<file path="src/rtl/adc_avg_fifo_pkg.sv">
// Shared ADC constants and the SAR/averager FSM state type.
package adc_pkg;

  localparam int unsigned ADC_DATA_W     = 12;
  localparam int unsigned ADC_FIFO_DEPTH = 4;

  typedef enum logic {
    sIdle = 1'b0,
    sAcc  = 1'b1
  } adc_state_t;

endpackage

</file>
<file path="src/rtl/adc_avg_fifo_if.sv">
// Valid/ready stream carrying averaged ADC samples out of the FIFO.
interface adc_avg_fifo_if #(
  parameter int unsigned DATA_W = 12
);

  logic              out_valid;
  logic [DATA_W-1:0] out_data;
  logic              out_ready;

  modport master (output out_valid, output out_data, input out_ready);
  modport slave  (input out_valid, input out_data, output out_ready);

endinterface

</file>
<file path="src/rtl/adc_avg_fifo_result_fifo.sv">
// First-word-fall-through result FIFO; a push when full is accepted only with a same-edge pop.
module adc_result_fifo
  import adc_pkg::*;
#(
  parameter  int unsigned DATA_W = ADC_DATA_W,
  parameter  int unsigned DEPTH  = ADC_FIFO_DEPTH,
  localparam int unsigned AW     = $clog2(DEPTH),
  localparam int unsigned LW     = AW + 1
) (
  input  logic              clkin,
  input  logic              rst,
  input  logic              push,
  input  logic [DATA_W-1:0] push_data,
  input  logic              pop,
  output logic              full,
  output logic              empty,
  output logic [LW-1:0]     level,
  output logic [DATA_W-1:0] head
);

  localparam logic [AW-1:0] PTR_ONE = AW'(1);
  localparam logic [LW-1:0] LVL_ONE = LW'(1);

  logic [DATA_W-1:0] mem [DEPTH];
  logic [AW-1:0]     wr_ptr;
  logic [AW-1:0]     rd_ptr;
  logic              wr_en;
  logic              rd_en;

  assign full  = (level == LW'(DEPTH));
  assign empty = (level == '0);
  assign wr_en = push && (!full || pop);
  assign rd_en = pop && !empty;
  assign head  = mem[rd_ptr];

  always_ff @(posedge clkin or posedge rst) begin
    if (rst) begin
      for (int unsigned i = 0; i < DEPTH; i++) mem[i] <= '0;
      wr_ptr <= '0;
      rd_ptr <= '0;
      level  <= '0;
    end else begin
      if (wr_en) begin
        mem[wr_ptr] <= push_data;
        wr_ptr      <= wr_ptr + PTR_ONE;
      end
      if (rd_en) rd_ptr <= rd_ptr + PTR_ONE;
      unique case ({wr_en, rd_en})
        2'b10:   level <= level + LVL_ONE;
        2'b01:   level <= level - LVL_ONE;
        default: ;
      endcase
    end
  end

endmodule

</file>
<file path="src/rtl/adc_avg_fifo.sv">
// Block averager for SAR conversions feeding an output FIFO.
// Define ADC_AVG_ROUND_EN for round-half-up averaging with saturation.
module adc_avg_fifo
  import adc_pkg::*;
#(
  parameter  int unsigned DATA_W     = ADC_DATA_W,
  parameter  int unsigned FIFO_DEPTH = ADC_FIFO_DEPTH,
  localparam int unsigned LW         = $clog2(FIFO_DEPTH) + 1
) (
  input  logic              clkin,
  input  logic              rst,
  input  logic              avg_en,
  input  logic [1:0]        avg_log2,
  input  logic              adc_done,
  input  logic [DATA_W-1:0] result,
  input  logic              ovf_clr,
  output logic [LW-1:0]     fifo_level,
  output logic              ovf,
  adc_avg_fifo_if.master    out
);

  localparam int unsigned SW = DATA_W + 4;

  adc_state_t        state, state_nxt;
  logic              adc_done_q;
  logic [DATA_W+2:0] acc, acc_nxt;
  logic [3:0]        cnt, cnt_nxt;
  logic [1:0]        n_lat, nlat_nxt;

  logic              capture;
  logic              push;
  logic              pop;
  logic              full;
  logic              empty;
  logic [DATA_W+2:0] acc_base;
  logic [3:0]        cnt_base;
  logic [3:0]        cnt_inc;
  logic [1:0]        eff_lat;
  logic [SW-1:0]     sum;
  logic [SW-1:0]     shifted;
  logic [DATA_W-1:0] avg;

  assign capture = adc_done && !adc_done_q;
  assign pop     = out.out_valid && out.out_ready;

  // A block starting in sIdle sees an empty accumulator and the live block size,
  // so the first capture and N=1 share the same completion path.
  assign acc_base = (state == sAcc) ? acc   : '0;
  assign cnt_base = (state == sAcc) ? cnt   : '0;
  assign eff_lat  = (state == sAcc) ? n_lat : avg_log2;
  assign sum      = SW'(acc_base) + SW'(result);
  assign cnt_inc  = cnt_base + 4'd1;

`ifdef ADC_AVG_ROUND_EN
  logic [SW-1:0] rnd;
  assign rnd     = (eff_lat == 2'd0) ? '0 : (SW'(1) << (eff_lat - 2'd1));
  assign shifted = (sum + rnd) >> eff_lat;
`else
  assign shifted = sum >> eff_lat;
`endif
  assign avg = (|shifted[SW-1:DATA_W]) ? '1 : shifted[DATA_W-1:0];

  always_ff @(posedge clkin or posedge rst) begin
    if (rst) state <= sIdle;
    else     state <= state_nxt;
  end

  always_comb begin
    state_nxt = state;
    acc_nxt   = acc;
    cnt_nxt   = cnt;
    nlat_nxt  = n_lat;
    push      = 1'b0;
    if (!avg_en) begin
      if (state == sAcc) begin
        state_nxt = sIdle;
        acc_nxt   = '0;
        cnt_nxt   = '0;
      end
    end else if (capture) begin
      acc_nxt = sum[DATA_W+2:0];
      cnt_nxt = cnt_inc;
      if (state == sIdle) nlat_nxt = avg_log2;
      if (cnt_inc == (4'd1 << eff_lat)) begin
        push      = 1'b1;
        state_nxt = sIdle;
      end else begin
        state_nxt = sAcc;
      end
    end
  end

  always_ff @(posedge clkin or posedge rst) begin
    if (rst) begin
      adc_done_q <= 1'b0;
      acc        <= '0;
      cnt        <= '0;
      n_lat      <= '0;
      ovf        <= 1'b0;
    end else begin
      adc_done_q <= adc_done;
      acc        <= acc_nxt;
      cnt        <= cnt_nxt;
      n_lat      <= nlat_nxt;
      if (push && full && !pop) ovf <= 1'b1;
      else if (ovf_clr)         ovf <= 1'b0;
    end
  end

  adc_result_fifo #(
    .DATA_W (DATA_W),
    .DEPTH  (FIFO_DEPTH)
  ) u_fifo (
    .clkin     (clkin),
    .rst       (rst),
    .push      (push),
    .push_data (avg),
    .pop       (pop),
    .full      (full),
    .empty     (empty),
    .level     (fifo_level),
    .head      (out.out_data)
  );

  assign out.out_valid = !empty;

endmodule

</file>
<file path="src/flat_wrapper.sv">
// flat-port wrapper written by rule: the top's interface ports become plain ports
module adc_avg_fifo_flat import adc_pkg::*;
#(
  parameter  int unsigned DATA_W     = ADC_DATA_W,
  parameter  int unsigned FIFO_DEPTH = ADC_FIFO_DEPTH,
  localparam int unsigned LW         = $clog2(FIFO_DEPTH) + 1
)
  (clkin, rst, avg_en, avg_log2, adc_done, result, ovf_clr, fifo_level, ovf, out_out_valid, out_out_data, out_out_ready);
  adc_avg_fifo_if #(.DATA_W(DATA_W)) out_i ();
  input  logic clkin;
  input  logic rst;
  input  logic avg_en;
  input  logic [1:0] avg_log2;
  input  logic adc_done;
  input  logic [DATA_W-1:0] result;
  input  logic ovf_clr;
  output logic [LW-1:0] fifo_level;
  output logic ovf;
  output wire logic [$bits(out_i.out_valid)-1:0] out_out_valid;
  output wire logic [$bits(out_i.out_data)-1:0] out_out_data;
  input wire logic [$bits(out_i.out_ready)-1:0] out_out_ready;
  assign out_out_valid = out_i.out_valid;
  assign out_out_data = out_i.out_data;
  assign out_i.out_ready = out_out_ready;
  adc_avg_fifo #(.DATA_W(DATA_W), .FIFO_DEPTH(FIFO_DEPTH)) u_core (.clkin(clkin), .rst(rst), .avg_en(avg_en), .avg_log2(avg_log2), .adc_done(adc_done), .result(result), .ovf_clr(ovf_clr), .fifo_level(fifo_level), .ovf(ovf), .out(out_i));
endmodule
</file>
<file path="config.mk">
export PLATFORM = sky130hd
export DESIGN_NAME = adc_avg_fifo_flat
export DESIGN_NICKNAME = d
export VERILOG_FILES = /design/src/rtl/adc_avg_fifo_pkg.sv /design/src/rtl/adc_avg_fifo_if.sv /design/src/rtl/adc_avg_fifo_result_fifo.sv /design/src/rtl/adc_avg_fifo.sv /design/src/flat_wrapper.sv
export SDC_FILE = /design/constraint.sdc
export NUM_CORES = 1
export LEC_CHECK = 0
export ABC_AREA = 0
export ABC_CLOCK_PERIOD_IN_PS = 3500
export CAP_MARGIN = 20
export CORE_MARGIN = 2
export CORE_UTILIZATION = 49
export CTS_CLUSTER_DIAMETER = 50
export DETAILED_ROUTE_END_ITERATION = 16
export GPL_TIMING_DRIVEN = 0
export PLACE_DENSITY = 0.8
export SYNTH_ARGS = -nofsm -noshare
export SYNTH_HDL_FRONTEND = slang
export SYNTH_HIERARCHICAL = 1
export SYNTH_SLANG_ARGS = --single-unit
</file>
<file path="constraint.sdc">
create_clock -name clkin -period 3.5 [get_ports clkin]
set_input_delay 0.7 -clock clkin [delete_from_list [all_inputs] [get_ports clkin]]
set_output_delay 0.7 -clock clkin [all_outputs]
set_load 0.005 [all_outputs]
</file>
Yosys cells after proc, flatten, opt, wreduce, memory -nomap -nowiden
Cells that the tools add are included.

word-level totals
  register bits after elaboration = 79
  input bits = 20
  output and inout port bits = 17
  logic and storage cells = 75

operators by class
  add/sub/neg operators = 6
  magnitude comparators = 3
  eq/ne operators = 5
  shift operators = 2
  muxes and demuxes = 25
  bitwise logic cells = 2
  reduce and logical (&&, ||, !) cells = 19

operators by type and width
  operator             number
  $mux 15              4
  $bwmux 48            1
  $mux 12              4
  $bmux 12 s2          1
  $demux 12 s2         1
  $add 15x12->16       1
  $mux 4               4
  $shr 16x2->16        1
  $mux 1               8
  $logic_and 1x1->1    7
  $ge 3x3->1 const B   2
  $not 2->3            2
  $pmux 3 s2           1
  $reduce_bool 2->1    3
  $add 2x1->2 const B  2
  $add 4x1->4 const B  1
  $eq 4x4->1           1
  $logic_not 1->1      4
  $reduce_and 2->1     2
  $reduce_or 4->1      1
  $shl 1x2->4 const A  1
  $add 3x1->3 const B  1
  $eq 3x3->1 const B   1
  $logic_not 3->1      1
  other kinds (7)      7

Depth between registers and ports, before layout
Gate-level depths: netlist (run 1).

  word-level depth = 9
  gate-level depth with buffers = 18
  gate-level depth less buffers = 15

Cells and area by module
The synthesis (run 1) kept the hierarchy.

by module, submodules not included
  module           times used  cells each  area each (um^2)  sequential area each (um^2)
  adc_result_fifo  1           157         2,509.9           1,376.3
  adc_avg_fifo     1           290         2,373.5           600.6

Worst setup path before layout (run 1)
No wires, ideal clock.

  kind = register -> register
  from = register u_core.state
  to = register u_core/u_fifo/mem[28] in the netlist's numbering
  library setup time = 125 ps
  arrival = 3,368 ps
  data required time = 3,375 ps
  slack = 8 ps
  stages on the path, launching flop included = 15
  buffers on the path = 3
  period minus slack after synthesis = 3,492 ps
  cell sequence = dfrtp_1 -> buf_4 -> clkbuf_1 -> clkbuf_1 -> and2_1 -> ha_1 -> fa_1 -> a211oi_1 -> o21a_1 -> nor2_1 -> xor2_1 -> mux2_2 -> and2_1 -> a211o_1 -> mux2_2

on the way
  elaborated cells between the ends (all ways) = 15
  classes of those cells = add/sub: 2; eq/ne: 1; shift: 2; mux: 8; reduce/logical: 2

RTL lines
  item                            RTL line                        text
  start: declaration              adc_avg_fifo.sv:24              adc_state_t state, state_nxt;
  start signal: assignment        adc_avg_fifo.sv:64              if (rst) state <= sIdle;
  start signal: assignment        adc_avg_fifo.sv:65              else state <= state_nxt;
  $mux 15                         adc_avg_fifo.sv:48              assign acc_base = (state == sAcc) ? acc : '0;
  $add 15x12->16                  adc_avg_fifo.sv:51              assign sum = SW'(acc_base) + SW'(result);
  $shr 16x2->16 (*)               adc_avg_fifo.sv:59              assign shifted = sum >> eff_lat;
  $reduce_or 4->1                 adc_avg_fifo.sv:61              assign avg = (|shifted[SW-1:DATA_W]) ? '1 : shifted[DATA_W-1:0];
  $mux 12 (*)                     adc_avg_fifo.sv:61
  named net u_core.avg[4]         adc_avg_fifo.sv:41              logic [DATA_W-1:0] avg;
  $bwmux 48 (*)                   adc_avg_fifo_result_fifo.sv:44  mem[wr_ptr] <= push_data;
  end signal: indexed assignment  adc_avg_fifo_result_fifo.sv:44
  end: declaration                adc_avg_fifo_result_fifo.sv:24  logic [DATA_W-1:0] mem [DEPTH];

The timed path passes the listed nets; every way through them passes the cells marked *.
A chain may end at the register's enable or synchronous reset.

Worst setup path in the final report (run 1)
  from = register u_core.state
  to = register u_core/u_fifo/mem[40] in the netlist's numbering

The elaborated chain is that of the path after synthesis.

==> results of run 1 <==
-- worst min-delay path: cells and delay by family, from the launching register on --
kind | cells | cell delay [ps]
AND/OR/NAND/NOR | 1 | 40
flip-flops | 1 | 350
AO/OA/AOI/OAI | 1 | 60
-- worst min-delay path by stage --
| stage | cells past startpoint | end | startpoint | slack [ps] |
|---|---|---|---|---|
| after detailed placement | 2 | u_core/acc[8] | u_core/acc[8] | 470 |
| final | 2 | u_core/acc[8] | u_core/acc[8] | 490 |
| after CTS | 2 | u_core/acc[8] | u_core/acc[8] | 490 |
| after global placement | 2 | u_core/acc[4] | u_core/acc[4] | 460 |
| after global routing | 2 | u_core/acc[8] | u_core/acc[8] | 510 |
| after floorplan | 2 | u_core/acc[2] | u_core/acc[2] | 440 |
-- flip-flops by register name, indices dropped and copies added (netlist names), 2 cells and up --
register,cells
u_core/cnt,4
u_core/acc,15
u_core/u_fifo/wr_ptr,2
u_core/n_lat,2
u_core/u_fifo/mem,48
u_core/u_fifo/level,3
u_core/u_fifo/rd_ptr,2
-- synth_stat cells, drive strengths merged (4+ instances only) --
cell type  instances  share of area
ha                18          0.046
a31o               4         0.0072
buf               11          0.016
a211oi             4         0.0072
a21oi             19          0.022
o21ai             20          0.021
a21o               4         0.0061
dfrtp             79           0.40
xor2               9          0.016
and2              17          0.022
mux2              54           0.12
nand2             43          0.033
a22o              10          0.018
clkbuf             8         0.0061
nor2              28          0.022
inv               16          0.012
o211ai             5          0.011
xnor2             11          0.021
nand3             12          0.012
a31oi              4         0.0064
mux2i              4         0.0090
nor3               8         0.0082
mux4              12          0.055
o21bai             4         0.0061
a211o              7          0.013
-- routing by layer --
| metal | up-vias | GRT usage |
|---|---|---|
| met3 | 24 | 0.04657 |
| met4 | 0 | 0.07432 |
| li1 | 1750 | - |
| met2 | 132 | 0.3684 |
| met5 | - | 0 |
| met1 | 1890 | 0.2812 |
-- logic make-up after synthesis --
| logic type | count (synthesis) | synth area share |
|---|---|---|
| xor+xnor | 20 | 0.03741 |
| simple gates | 128 | 0.1332 |
| buf+inv | 35 | 0.03459 |
| flops | 79 | 0.4048 |
| mux | 70 | 0.1888 |
| fa+ha+maj | 20 | 0.05432 |
| compound gates | 95 | 0.1468 |
-- through the flow --
step / instances / hold WS (ps)
2_1_floorplan: 447 / 441.8
3_3_place_gp: 616 / 458.4
3_5_place_dp: 617 / 468.9
4_1_cts: 638 / 486.8
5_1_grt: 641 / 513.2
6_report: 641 / 485.0
-- power by group --
group / switching, mW / leakage, nW / internal [mW]
combinational: 0.529 / 1.50 / 0.585
sequential: 0.140 / 1.05 / 1.09
clock: 0.370 / 0.0950 / 0.288
total: 1.04 / 2.65 / 1.97
-- repair_timing --
item	CTS	global route
hold buffers	0	0
gates resized for setup	17	24
buffers inserted	4	4
cloned	1	0
endpoints found under the setup margin	51	50
pin swaps	9	11
-- layout by cell type, fill, tap and decap left out, drive strengths merged, types with 2 or more instances in the layout --
cell type,count
o21ai,20
o211ai,6
o2111ai,3
nor2,28
o21bai,4
buf,20
inv,18
nand3,12
dfrtp,79
nand2,43
xnor2,11
clkbuf,17
fa,2
and2,17
clkdlybuf4s50,36
mux2,54
nand2b,2
xor2,9
a21o,4
a21oi,19
nand4,2
mux2i,4
a31oi,4
and3,3
or2,2
a22o,10
nor2b,3
nor3,8
mux4,12
or3,3
a211o,7
clkinv,3
a211oi,4
a31o,4
ha,18
o21a,2
-- final cells by class --
type | count | area (um2)
Clock inverter | 6 | 53.80
Multi-Input combinational cell | 334 | 2894
Buffer | 18 | 122.6
Fill cell | 807 | 3874
Sequential cell | 79 | 1977
Timing Repair Buffer | 45 | 444.2
Inverter | 16 | 60.06
Clock buffer | 10 | 137.6
Tap cell | 133 | 166.4
==> impl_metrics.yaml, run 1 <==
floorplanning:
  dieHeight_um: 103.8
  fp.dieArea_mm2: 0.01078
  rows: 36
  ios: 37
  die_w_um: 103.8
  core_area_mm2: 0.009729
  initial_core_util: 0.5019
routing:
  ant_nets: 0
  highest_layer: "met4"
  drc: 0
  wl_met1_um: 4918
  vias_per_cell: 5.922
  drt_iter0_drc: 333
  drtPass1Iterations: 5
  routedWlPerCell_um: 17.91
  wl_met2_um: 5623
  vias: 3796
  met3_length_um: 683
  routed_wl_um: 11480
logic_synthesis:
  yosysWarnings: 6
  synthFlopType: "dfrtp_1"
  synthesis.area_mm2: 0.004883
  netlist-cell-type-count: 63
  ys_seq_area_frac: 0.4048
  synth_edf_count: 0
  syn_avg_cell_area_um2: 10.92
  async_flop_share: 1.000
  syn_inst: 447
  synth_seq_cells: 79
  synth_fp_nets: 487
cts:
  cts_made_buffers: 9
  cts_max_level: 3
  clk_latency_ps: 360
  cts_root_buf: "clkbuf_8"
  cts_tree: "done"
  cts_buffer_depth: 2
  clock-sinks: 79
  path_clk_slew_ps: 90
sta:
  finalSetupTns_ps: 0
  period_minus_slack_ps: 3371
  maxSlewViolCount: 0
  post-route-period-util: 0.9632
  max_slew_margin: 0.3250
  worst_slack_ps: 128.8
  rsz0062_at_grt: "false"
  setup_viol: 0
  fmax_mhz: 296.6
  worst_slew_pin_slew_ps: 1011
  skew_ps: 14.10
  finalHoldViolCount: 0
worst_setup_path:
  slowest_delay_ps: 410
  crit_family: "compound AO/OA/AOI/OAI gates"
  critPathCapture: "u_core/u_fifo/mem[40]"
  reg2reg_depth: 13
  cp_common_cell: "mux2_4"
  crit_chain: "buf_6 > clkbuf_8 > and2_4 > ha_4 > fa_2 > a211oi_2 > o21a_2 > nor2_2 > xor2_2 > mux2_4 > and2_1 > a211o_1 > mux2_4"
  end_kind: "flop"
  timing.critical_path.buf_inv: 2
  regToRegEndpoint: "u_core/u_fifo/mem[40]"
  reg2reg_slack_ps: 130
  cp_num_cells: 13
  cp_max_fo: 19
  path_class: "reg -> reg"
  cp-start-kind: "flop"
  critPathArrivalTime_ps: 3610
  startpoint: "u_core/state"
  required_ps: 3740
  crit_slowest_cell: "dfrtp_1"
  r2r-start: "u_core/state"
cells_and_area:
  finalInstanceArea_mm2: 0.005856
  final_nets: 543
  syn_to_final_growth_pct: 19.91
  antennaDiodeCount: 0
  utilization: 0.6019
  drive_above_1_share: 0.2835
placed_design:
  place.port_buffers: 36
  post_dp_cell_area_mm2: 0.005430
  pre_cts_ws_ps: -555.7
  routabilityCongestion: 0.9451
  hpwl_um: 8227
grt:
  grt_util_all_layers: 0.2189
  grt_antenna_before_repair: 0
  grt_max_degree: 35
  grt_pass1_vias: 3850
  grt_overflow: 0
  grt_pass1_wl_um: 18820
power_and_ir_drop:
  p_leak_nw: 2.645
  cellPowerDensity_mw_per_mm2: 513.5
  peakVddDrop_v: 0.0003905
  p_total_mw: 3.007
job:
  cap_violations: 0
run_status:
  status: "finished, final reports clean"
min_path:
  holdCritPathClass: "reg -> reg"
(Power assumes the default switching activity.)
==> run 2, diff against run 1 <==
--- a/config.mk
+++ b/config.mk
@@ -5,7 +5,7 @@
 export SDC_FILE = /design/constraint.sdc
 export NUM_CORES = 1
 export LEC_CHECK = 0
-export ABC_AREA = 0
+export ABC_AREA = 1
 export ABC_CLOCK_PERIOD_IN_PS = 3500
 export CAP_MARGIN = 20
 export CORE_MARGIN = 2
==> run 2 against run 1 <==
Against the previous run:
- non-clock buffer count is 12 higher
- global-route usage increased by 3.1 points
- count of clock-buffer cells in the layout decreased by 1
- area after synthesis increased by 11%
- critical endpoint is now u_core/u_fifo/mem[1]
- setup slack better by 160 ps
==> impl_metrics.yaml, run 2 <==
cts:
  cts_max_level: 3
  cts_buffer_depth: 2
  cts_made_buffers: 9
  cts_root_buf: "clkbuf_8"
  cts_hold_buf: 0
  clk_latency_ps: 360
  cts_tree: "done"
  cts_resized: 0
  post-cts-setup-buffers: 0
  clock-sinks: 79
  path_clk_slew_ps: 100
placed_design:
  hpwl_um: 10040
  place_inst: 928
  routabilityCongestion: 0.8999
  place.port_buffers: 36
floorplanning:
  rows: 38
  dieHeight_um: 109.3
  initial_core_util: 0.5013
  ios: 37
  die_w_um: 109.3
  fp.dieArea_mm2: 0.01195
  core_area_mm2: 0.01084
cells_and_area:
  antennaDiodeCount: 0
  largest_reg_flops: 48
  seq_area_mm2: 0.001977
  layout_common_cells: "nand2_1 (229), inv_1 (90), dfrtp_1 (79), nand3_1 (62), nand4_1 (52)"
  final_nets: 840
  regMostFlops: "u_core/u_fifo/mem"
  syn_to_final_growth_pct: 14.41
  fillCellCount: 1046
  reg_top3: "u_core/u_fifo/mem: 48 flops, u_core/acc: 15 flops, u_core/cnt: 4 flops"
  drive_above_1_share: 0.1081
  multi_input_area_mm2: 0.002849
  final_common_cell: "nand2_1"
  layout.cells.non_filler: 945
sta:
  finalHoldViolCount: 0
  period_minus_slack_ps: 3211
  fmax_mhz: 311.4
  rsz0062_at_grt: "false"
  setup_viol: 0
  worst_slew_pin_slew_ps: 670.6
  maxSlewViolCount: 0
  max_slew_margin: 0.5530
  finalSetupTns_ps: 0
  post-route-period-util: 0.9174
  hold_ws_ps: 473.9
  skew_ps: 15.40
logic_synthesis:
  synth_fp_nets: 791
  syn_avg_cell_area_um2: 7.236
  synthesis.area_mm2: 0.005434
  synth_seq_cells: 79
  yosysWarnings: 6
  syn_inst: 751
  netlist.area_leader.share: 0.3638
  ys_seq_area_frac: 0.3638
  yosys-top-cells-count: "nand2_1 (229), inv_1 (91), dfrtp_1 (79)"
  async_flop_share: 1.000
  synth_area_leader_cell: "dfrtp_1"
  synthFlopType: "dfrtp_1"
  synth_edf_count: 0
  netlist-cell-type-count: 35
  synth.most_common_cell: "nand2_1"
  ys_top_cells_by_area: "dfrtp_1 (36%), nand2_1 (16%), inv_1 (6.3%)"
min_path:
  whs_path_depth: 2
  hold_path_end: "u_core/u_fifo/mem[35]"
  holdCritPathClass: "reg -> reg"
  min_from: "u_core/u_fifo/mem[35]"
run_status:
  status: "finished, final reports clean"
worst_setup_path:
  path_class: "reg -> reg"
  end_kind: "flop"
  r2r-start: "u_core/state"
  reg2reg_depth: 20
  critPathArrivalTime_ps: 3470
  required_ps: 3760
  cp_max_fo: 10
  cp-start-kind: "flop"
  regToRegEndpoint: "u_core/u_fifo/mem[1]"
  reg2reg_slack_ps: 290
grt:
  grt_pass1_vias: 4787
  grt_util_all_layers: 0.2497
  grt_pass1_wl_um: 23250
  grt_max_degree: 44
  grt_antenna_before_repair: 0
  grt_overflow: 0
routing:
  vias: 5175
  drc: 0
  ant_nets: 0
  vias_per_cell: 5.476
  drt_iter0_drc: 470
  routedWlPerCell_um: 14.87
  routed_wl_um: 14050
  drtPass1Iterations: 6
power_and_ir_drop:
  peakVddDrop_v: 0.0003772
  p_leak_nw: 3.276
  cellPowerDensity_mw_per_mm2: 567.5
job:
  cap_violations: 0
## run 2: cell families after synthesis
family                     synth area share
xor gates and xnor gates            0.01934
AOI/OAI and AO/OA                   0.08059
DFF                                  0.3638
adders and majority gates           0.04882
and+or+nand+nor                      0.3737
buffers and inverters                0.1137
## run 2: per-stage QoR
stage | utilization | instance area, um2 | power [mW] | worst slack [ps]
after floorplan | - | 5434 | 2.209 | 460.9
after global routing | 0.5735 | 6217 | 3.766 | 35.80
final | 0.5735 | 6217 | 3.528 | 289.0
after CTS | 0.5711 | 6191 | 3.513 | 22.90
after global placement | 0.5507 | 5969 | 2.754 | 12.95
after detailed placement | 0.5525 | 5989 | 2.793 | 15.47
## run 2: cell type report
class,count,share of cell area
repair buffers,38,0.06359
inverters,99,0.05977
clock inverters,7,0.01248
plain buffers,37,0.03985
clock buffers,9,0.01992
flip-flops and latches,79,0.3180
well taps,140,0.02817
multi-input cells,536,0.4582
## run 2: worst max path at each step
| stage | from | to | slack [ps] | cells past startpoint |
|---|---|---|---|---|
| finish | u_core/state | u_core/u_fifo/mem[1] | 290 | 20 |
| global route | u_core/state | u_core/u_fifo/level[2] | 40 | 21 |
| CTS | u_core/state | u_core/u_fifo/level[2] | 20 | 20 |
| detailed placement | avg_log2[0] | u_core/u_fifo/level[2] | 20 | 20 |
| global placement | avg_log2[0] | u_core/u_fifo/level[2] | 10 | 20 |
| floorplan | u_core/state | u_core/u_fifo/level[2] | 460 | 20 |
## run 2: power by group
group	internal [mW]	leakage, nW	switching (mW)
logic	0.645	2.11	0.941
clock network	0.339	0.106	0.383
registers	1.09	1.06	0.131
total	2.07	3.28	1.46
## run 2: metal layers
metal,vias to the layer above,track usage,part of all wire
met4,0,0.09584,0.021
met3,25,0.04327,0.079
met5,-,0,0
met2,254,0.3753,0.45
li1,2542,-,-
met1,2354,0.3604,0.45
## run 2: worst max-delay path, cell delays in order, from the launching register on
cell,delay (ps)
dfrtp_1,380
buf_6,150
buf_6,140
buf_2,190
nand2_1,80
inv_1,40
ha_1,210
fa_2,410
nand3_1,110
nand3_1,140
nand3_1,150
nand4_1,150
nand2_1,160
nand2_1,60
nand2_1,60
nand2_1,70
nand2_2,90
buf_6,160
nand3_2,140
nand4_1,160
nand2_1,70
==> run 3, diff against run 2 <==
--- a/config.mk
+++ b/config.mk
@@ -6,14 +6,14 @@
 export NUM_CORES = 1
 export LEC_CHECK = 0
 export ABC_AREA = 1
-export ABC_CLOCK_PERIOD_IN_PS = 3500
+export ABC_CLOCK_PERIOD_IN_PS = 3400
 export CAP_MARGIN = 20
 export CORE_MARGIN = 2
 export CORE_UTILIZATION = 49
 export CTS_CLUSTER_DIAMETER = 50
 export DETAILED_ROUTE_END_ITERATION = 16
 export GPL_TIMING_DRIVEN = 0
-export PLACE_DENSITY = 0.8
+export PLACE_DENSITY = 0.77
 export SYNTH_ARGS = -nofsm -noshare
 export SYNTH_HDL_FRONTEND = slang
 export SYNTH_HIERARCHICAL = 1
==> constraint.sdc (replaced) <==
create_clock -name clkin -period 3.4 [get_ports clkin]
set_input_delay 0.68 -clock clkin [delete_from_list [all_inputs] [get_ports clkin]]
set_output_delay 0.68 -clock clkin [all_outputs]
set_load 0.005 [all_outputs]
==> run 3 against run 2 <==
Against the previous run:
- critical endpoint is now u_core/u_fifo/mem[28]
- combinational power rose by 4%
- wire length increased by 2.5%
- maximum frequency rose by 4.2%
- sequential power increased by 3%
- highest routed layer unchanged
==> impl_metrics.yaml, run 3 (synthesized netlist as in run 2, its figures left out) <==
run_status:
  status: "finished, final reports clean"
cells_and_area:
  layout_common_cells: "nand2_1 (229), inv_1 (90), dfrtp_1 (79), nand3_1 (62), nand4_1 (52)"
  antennaDiodeCount: 0
  drive_above_1_share: 0.1057
  reg_top3: "u_core/u_fifo/mem: 48 flops, u_core/acc: 15 flops, u_core/cnt: 4 flops"
  final_nets: 839
  syn_to_final_growth_pct: 14.25
  largest_reg_flops: 48
  final_common_cell: "nand2_1"
  layout.cells.non_filler: 944
  regMostFlops: "u_core/u_fifo/mem"
grt:
  grt_overflow: 0
  grt_util_all_layers: 0.2514
  grt_max_degree: 30
  grt_antenna_before_repair: 0
  grt_pass1_wl_um: 23550
  grt_pass1_vias: 4982
routing:
  vias: 5266
  vias_per_cell: 5.578
  drc: 0
  drtPass1Iterations: 7
  routedWlPerCell_um: 15.26
  ant_nets: 0
  routed_wl_um: 14400
  drt_iter0_drc: 552
cts:
  clk_latency_ps: 350
  cts_root_buf: "clkbuf_8"
  cts_tree: "done"
  clock-sinks: 79
  path_clk_slew_ps: 90
  cts_made_buffers: 9
  cts_max_level: 3
  post-cts-setup-buffers: 0
  cts_buffer_depth: 2
power_and_ir_drop:
  switching_power_mw: 1.509
  p_total_mw: 3.592
  peakVddDrop_v: 0.0004511
  comb_power_share: 0.460
  cellPowerDensity_mw_per_mm2: 578.6
  clkPwrFrac: 0.190
  switching_share: 0.4202
  p_leak_nw: 3.270
  seq_power_share: 0.349
  p_int_mw: 2.083
sta:
  finalHoldViolCount: 0
  post-route-period-util: 0.9063
  skew_ps: 15.97
  period_minus_slack_ps: 3081
  hold_ws_ps: 474.2
  setup_viol: 0
  fmax_mhz: 324.5
  max_slew_margin: 0.5573
  rsz0062_at_grt: "false"
  maxSlewViolCount: 0
  worst_slew_pin_slew_ps: 664.1
worst_setup_path:
  reg2reg_depth: 19
  required_ps: 3640
  critPathArrivalTime_ps: 3320
  path_class: "reg -> reg"
  regToRegEndpoint: "u_core/u_fifo/mem[28]"
  reg2reg_slack_ps: 320
  cp-start-kind: "flop"
  r2r-start: "u_core/state"
  end_kind: "flop"
  cp_max_fo: 19
job:
  cap_violations: 0
placed_design:
  place.port_buffers: 36
  hpwl_um: 10430
  routabilityCongestion: 0.9434
  place_inst: 928
min_path:
  holdCritPathClass: "reg -> reg"
  hold_path_end: "u_core/u_fifo/mem[35]"
  min_from: "u_core/u_fifo/mem[35]"
  whs_path_depth: 2
floorplanning:
  dieHeight_um: 109.3
  initial_core_util: 0.5013
  die_w_um: 109.3
  core_area_mm2: 0.01084
  fp.dieArea_mm2: 0.01195
  ios: 37
  rows: 38
[run 3: timing repair]
item                                    in CTS  in global routing
endpoints found under the setup margin       1                  2
hold buffers                                 0                  0
gates resized for setup                      0                  2
pin swaps                                    0                  2
[run 3: power by group through the flow]
stage	sequential (mW)	clock, mW	combinational [mW]
2_1_floorplan	1.24	0	1.03
5_1_grt	1.28	0.744	1.82
3_5_place_dp	1.27	0	1.62
3_3_place_gp	1.26	0	1.57
6_report	1.26	0.684	1.65
4_1_cts	1.25	0.707	1.62
[run 3: critical path, cell delays in order, from the launching register on]
cell     delay, ps
dfrtp_1        380
buf_6          150
buf_6          170
nand2_1         60
inv_1           40
ha_1           210
fa_1           470
nand3_1        130
nand3_1        150
nand3_1        140
nand4_1        140
nand2_1        160
nand2_1         60
nand2_1         60
nand2_1         70
nand2_2         80
buf_6          160
nand3_2        140
nand4_1        150
nand2_1         70
[run 3: per-stage QoR]
stage / util / setup slack (ps) / area, um2 / TNS (ps)
3_5_place_dp: 0.5525 / -97.33 / 5989 / -171.3
5_1_grt: 0.5727 / 6.471 / 6208 / 0
2_1_floorplan: - / 360.9 / 5434 / 0
4_1_cts: 0.5695 / 195.5 / 6173 / 0
3_3_place_gp: 0.5507 / -26.69 / 5969 / -36.67
6_report: 0.5727 / 318.7 / 6208 / 0
[run 3: final cells by class]
type | instances | area [um2]
sequential | 79 | 1977
fill | 1029 | 4632
timing repair buffer | 38 | 407.9
inverter | 99 | 371.6
multi-input combinational | 536 | 2846
clock inverter | 6 | 50.05
tap | 140 | 175.2
clock buffer | 10 | 137.6
buffer | 36 | 242.7
[run 3: how the worst max path moves through the flow]
stage	startpoint	cells past startpoint	to
3_3_place_gp	avg_log2[0]	20	u_core/u_fifo/level[2]
3_5_place_dp	avg_log2[0]	20	u_core/u_fifo/level[2]
6_report	u_core/state	19	u_core/u_fifo/mem[28]
5_1_grt	u_core/state	19	u_core/u_fifo/level[2]
2_1_floorplan	u_core/state	20	u_core/u_fifo/level[2]
4_1_cts	u_core/state	19	u_core/u_fifo/level[2]
[run 3: metal layers]
| layer | up-vias | share of wire | GRT usage |
|---|---|---|---|
| met5 | - | 0 | 0 |
| met4 | 0 | 0.023 | 0.09855 |
| met3 | 51 | 0.088 | 0.03675 |
| met2 | 278 | 0.45 | 0.3962 |
| met1 | 2390 | 0.44 | 0.3503 |
| li1 | 2547 | - | - |
